==> src/rtl/freq_gate_sequencer.sv <==
// Measurement sequencer for the frequency meter: clear -> gate -> settle -> latch -> eval,
// gating synchronized input edges into the BCD counter with optional auto-ranging.
module freq_gate_sequencer #(
    parameter logic [23:0] GATE0_US = 24'd10_000,
    parameter logic [23:0] GATE1_US = 24'd100_000,
    parameter logic [23:0] GATE2_US = 24'd1_000_000,
    parameter logic [23:0] GATE3_US = 24'd10_000_000
) (
    input  logic       clk,
    input  logic       rst_n,
    input  logic       run,
    input  logic       auto_rng,
    input  logic [1:0] man_rng,
    input  logic       tick_1us,
    input  logic       sig_edge,
    input  logic       cnt_carry,
    input  logic       cnt_msd_zero,
    output logic       cnt_enable,
    output logic       cnt_clear,
    output logic       cnt_latch,
    output logic       gate_active,
    output logic [1:0] range,
    output logic [2:0] dp_pos,
    output logic       overrange,
    output logic       meas_done
);

    localparam logic [2:0] S_IDLE   = 3'd0;
    localparam logic [2:0] S_CLEAR  = 3'd1;
    localparam logic [2:0] S_GATE   = 3'd2;
    localparam logic [2:0] S_SETTLE = 3'd3;
    localparam logic [2:0] S_LATCH  = 3'd4;
    localparam logic [2:0] S_EVAL   = 3'd5;

    logic [2:0]  state_q, state_d;
    logic [23:0] timer_q, timer_d;
    logic        ovf_q, ovf_d;
    logic [1:0]  active_q, active_d;
    logic [1:0]  range_q, range_d;
    logic [2:0]  dp_q, dp_d;
    logic        ovr_q, ovr_d;
    logic [23:0] gate_len;

    always_comb begin
        case (active_q)
            2'd0:    gate_len = GATE0_US;
            2'd1:    gate_len = GATE1_US;
            2'd2:    gate_len = GATE2_US;
            default: gate_len = GATE3_US;
        endcase
    end

    always_comb begin
        state_d  = state_q;
        timer_d  = timer_q;
        ovf_d    = ovf_q;
        active_d = active_q;
        range_d  = range_q;
        dp_d     = dp_q;
        ovr_d    = ovr_q;
        case (state_q)
            S_IDLE: begin
                if (run) state_d = S_CLEAR;
            end
            S_CLEAR: begin
                timer_d = '0;
                ovf_d   = 1'b0;
                if (!auto_rng) active_d = man_rng;
                state_d = S_GATE;
            end
            S_GATE: begin
                if (cnt_carry) ovf_d = 1'b1;
                if (tick_1us) begin
                    if (timer_q == gate_len - 24'd1) state_d = S_SETTLE;
                    else                             timer_d = timer_q + 24'd1;
                end
            end
            S_SETTLE: begin
                // Carry from the last gated edge may arrive one clock late.
                if (cnt_carry) ovf_d = 1'b1;
                state_d = S_LATCH;
            end
            S_LATCH: begin
                range_d = active_q;
                dp_d    = {1'b0, active_q} + 3'd1;
                ovr_d   = ovf_q;
                state_d = S_EVAL;
            end
            S_EVAL: begin
                if (auto_rng) begin
                    if (ovf_q) begin
                        if (active_q != 2'd0) active_d = active_q - 2'd1;
                    end else if (cnt_msd_zero && active_q != 2'd3) begin
                        active_d = active_q + 2'd1;
                    end
                end
                state_d = S_CLEAR;
            end
            default: state_d = S_IDLE;
        endcase
        if (!run) state_d = S_IDLE;
    end

    always_ff @(posedge clk or negedge rst_n) begin
        if (!rst_n) begin
            state_q  <= S_IDLE;
            timer_q  <= '0;
            ovf_q    <= 1'b0;
            active_q <= 2'd2;
            range_q  <= 2'd2;
            dp_q     <= 3'd3;
            ovr_q    <= 1'b0;
        end else begin
            state_q  <= state_d;
            timer_q  <= timer_d;
            ovf_q    <= ovf_d;
            active_q <= active_d;
            range_q  <= range_d;
            dp_q     <= dp_d;
            ovr_q    <= ovr_d;
        end
    end

    // Edge gating is combinational so an edge in the final gate clock is still counted.
    assign cnt_enable  = sig_edge && (state_q == S_GATE);
    assign cnt_clear   = (state_q == S_CLEAR);
    assign gate_active = (state_q == S_GATE);
    assign cnt_latch   = (state_q == S_LATCH);
    assign meas_done   = (state_q == S_LATCH);
    assign range       = range_q;
    assign dp_pos      = dp_q;
    assign overrange   = ovr_q;

endmodule

==> config.mk <==
export PLATFORM = sky130hd
export DESIGN_NAME = freq_gate_sequencer
export DESIGN_NICKNAME = d
export VERILOG_FILES = /design/src/rtl/freq_gate_sequencer.sv
export SDC_FILE = /design/constraint.sdc
export NUM_CORES = 1
export LEC_CHECK = 0
export ABC_CLOCK_PERIOD_IN_PS = 2300
export CAP_MARGIN = 20
export CORE_MARGIN = 2
export CORE_UTILIZATION = 45
export CTS_CLUSTER_DIAMETER = 30
export DETAILED_ROUTE_END_ITERATION = 7
export DONT_BUFFER_PORTS = 1
export PLACE_DENSITY = 0.57
export SETUP_SLACK_MARGIN = 0.4
export SKIP_CTS_REPAIR_TIMING = 1
export SYNTH_ARGS = -nofsm -noshare
export SYNTH_HDL_FRONTEND = slang
export SYNTH_SLANG_ARGS = --single-unit
==> constraint.sdc <==
create_clock -name clk -period 2.3 [get_ports clk]
set_input_delay 0.46 -clock clk [delete_from_list [all_inputs] [get_ports clk]]
set_output_delay 0.46 -clock clk [all_outputs]
set_load 0.01 [all_outputs]
==> flow_summary_export.csv <==
group,metric,value,unit
die,start_util,0.468,
die,rows,26,
route,avgRoutedWirePerCell,18.1,um
sta,min_period,2.13,ns
clock_network,clock_path_buffers,2,
route,first_pass_iters,4,
global_routing,grt_max_degree,37,
critical_path,crit_required,2.51,ns
sta,setup_viol,0,
status,outcome,"finished clean",
layout,layout-drive-gt1-share,0.326,
sta,hold_violations,0,
die,die_area,5910,um^2
global_routing,grt_usage,0.229,
critical_path,start_kind,"register",
route,wl,6920,um
die,fp.dieH,76.9,um
layout,final_nets,330,
sta,holdWs,0.280,ns
yosys,synth_area,2390,um^2
power_and_ir_drop,power,2530,uW
sta,max_freq,469,MHz
global_routing,antenna_found_initial,0,
yosys,postSynthCellCount,277,
sta,clock_skew,0.00829,ns
global_routing,grt-ovfl-total,0,
layout,fill_cells,451,
sta,slew_viol_final,0,
power_and_ir_drop,vdd_drop_max,463,uV
global_routing,grt_pass1_vias,2083,
placed_design,hpwl,4400,um
critical_path,path_max_fanout,5,
die,die_w,76.9,um
yosys,avgSynthCellArea,8.63,um^2
yosys,yosysUniqueCellTypes,52,
yosys,ys_seq_area_frac,0.379,
critical_path,crit_arrival,2.34,ns
clock_network,cts-root-buf,"clkbuf_8",
placed_design,port_buffers,0,
route,via_count,2251,
clock_network,cts_buffers,5,
layout,final_cell_mix,"buf_4, nand2_1, dfrtp_1",
worst_hold_path,hold_path.class,"in -> reg",
clock_network,insertion_delay,0.30,ns
sta,finalSetupTns,0,ns
die,placeableCoreArea,5110,um^2
route,viasPerCell,5.88,
layout,fin_util,0.609,
power_and_ir_drop,p_leak,0.00127,uW
global_routing,grt_first_pass_wirelength,10800,um
power_and_ir_drop,p_per_area,815,nW/um^2
layout,instances_no_fill,383,
sta,period_share,0.926,
critical_path,endpoint_kind,"register",
layout,final_common_cell,"buf_4",
sta,rsz0062_at_grt,"yes",
yosys,synth_edf_count,0,
route,antenna_left,0,
sta,relSlewSlack,0.601,
placed_design,finalWeightedCongestion,0.855,
run,drv_cap,0,
clock_network,h-tree-depth,2,
clock_network,cts_tree,"done",
clock_network,cts_sinks,36,
yosys,ys.flop_type,"dfrtp_1",
layout,n_antenna_cell,0,
sta,worst_pin_slew,0.598,ns
critical_path,path_class,"reg -> reg",
clock_network,clkTransAtPathRegs,0.08,ns
route,drcViolationCount,0,
yosys,synthArstFlopShare,1.00,
yosys,yosys_warnings,0,
route,drt-initial-drc-count,186,
die,io_pins,21,
yosys,synth_seq_cells,36,
yosys,synth_fp_nets,295,
placed_design,post-place-cells,346,
layout,syn_to_final_growth,30.2,%
## path summary, 6_finish.rpt
path	slack, ns	cells after the start	startpoint	end
setup reg to reg	0.17	8	active_q[0]$_DFFE_PN0P_	timer_q[1]$_DFFE_PN0P_
min in group asynchronous	0.61	2	rst_n	timer_q[7]$_DFFE_PN0P_
hold reg to reg	0.57	1	timer_q[21]$_DFFE_PN0P_	timer_q[21]$_DFFE_PN0P_
max in group asynchronous	1.42	2	rst_n	active_q[1]$_DFFE_PN1P_
setup / recovery	0.17	8	active_q[0]$_DFFE_PN0P_	timer_q[1]$_DFFE_PN0P_
hold / removal	0.28	1	run	state_q[2]$_DFFE_PN0P_
## worst max-delay path: stages (launching register included)
cell and delay (ns):
dfrtp_1 0.42, inv_1 0.13, ha_1 0.26, nor3_1 0.15, o21ai_0 0.17, a2111oi_4 0.36
buf_4 0.21, a211oi_4 0.08, o32ai_2 0.25
## logic make-up (layout without fill, tap and decap cells)
logic type,after synthesis,after routing,synth area share
AOI/OAI and AO/OA,63,63,0.179
muxes,9,9,0.0408
buffers and inverters,31,67,0.0576
and+or+nand+nor,120,120,0.265
adders and majority gates,8,8,0.0419
DFF,36,36,0.379
xor gates and xnor gates,10,10,0.0367
## registers in the layout (all words and copies together) (netlist names)
signal / cells
ovf_q: 1
overrange: 1
range: 2
state_q: 3
active_q: 2
timer_q: 24
dp_pos: 3
## power breakdown
part	internal, uW	switching (uW)
Combinational	474	524
Sequential	758	144
Clock	383	252
## through the flow
| stage | area [um^2] | setup slack, ns |
|---|---|---|
| floorplan | 2410 | 0.349 |
| global placement | 2540 | 0.114 |
| detailed placement | 2540 | 0.0914 |
| CTS | 2670 | 0.0810 |
| global route | 3110 | 0.0614 |
| finish | 3110 | 0.169 |
## per-layer routing
layer  vias up  global-route usage  part of all wire  wire length [um]
met5         -                   0                 0                 0
met4         0              0.0836             0.013                90
met3         8              0.0376             0.036               251
met2        45               0.328              0.47              3260
met1      1109               0.345              0.48              3320
li1       1089                   -                 -                 -
## synth_stat cells, types with 3 or more instances
| cell | count | area, um^2 |
|---|---|---|
| dfrtp_1 | 32 | 801 |
| o2bb2ai_1 | 4 | 35.0 |
| buf_4 | 5 | 37.5 |
| xnor2_1 | 8 | 70.1 |
| or3_1 | 3 | 18.8 |
| nand2_1 | 34 | 128 |
| nand4_1 | 10 | 62.6 |
| a21oi_1 | 10 | 50.1 |
| nor3_1 | 7 | 35.0 |
| o22ai_1 | 3 | 18.8 |
| inv_1 | 10 | 37.5 |
| nand3_1 | 13 | 65.1 |
| nand2b_1 | 5 | 31.3 |
| o21ai_0 | 13 | 65.1 |
| dfstp_2 | 4 | 105 |
| o31ai_1 | 4 | 30.0 |
| ha_1 | 8 | 100 |
| a31oi_1 | 8 | 50.1 |
| mux2_2 | 6 | 67.6 |
| and3_1 | 5 | 31.3 |
| clkbuf_1 | 13 | 48.8 |
| nor4_1 | 9 | 56.3 |
| and2_1 | 3 | 18.8 |
| mux2i_1 | 3 | 30.0 |
| nor2_1 | 15 | 56.3 |
| a41oi_1 | 5 | 43.8 |
## area by class of cell
class | instances | area [um^2] | area share
Multi-Input combinational cell | 210 | 1510 | 0.485
Sequential cell | 36 | 913 | 0.294
Timing Repair Buffer | 48 | 432 | 0.139
Clock buffer | 7 | 96.3 | 0.0310
Tap cell | 70 | 87.6 | 0.0281
Inverter | 11 | 43.8 | 0.0141
Clock inverter | 1 | 30.0 | 0.00965
Note: power is estimated with default switching activity, not from simulation.
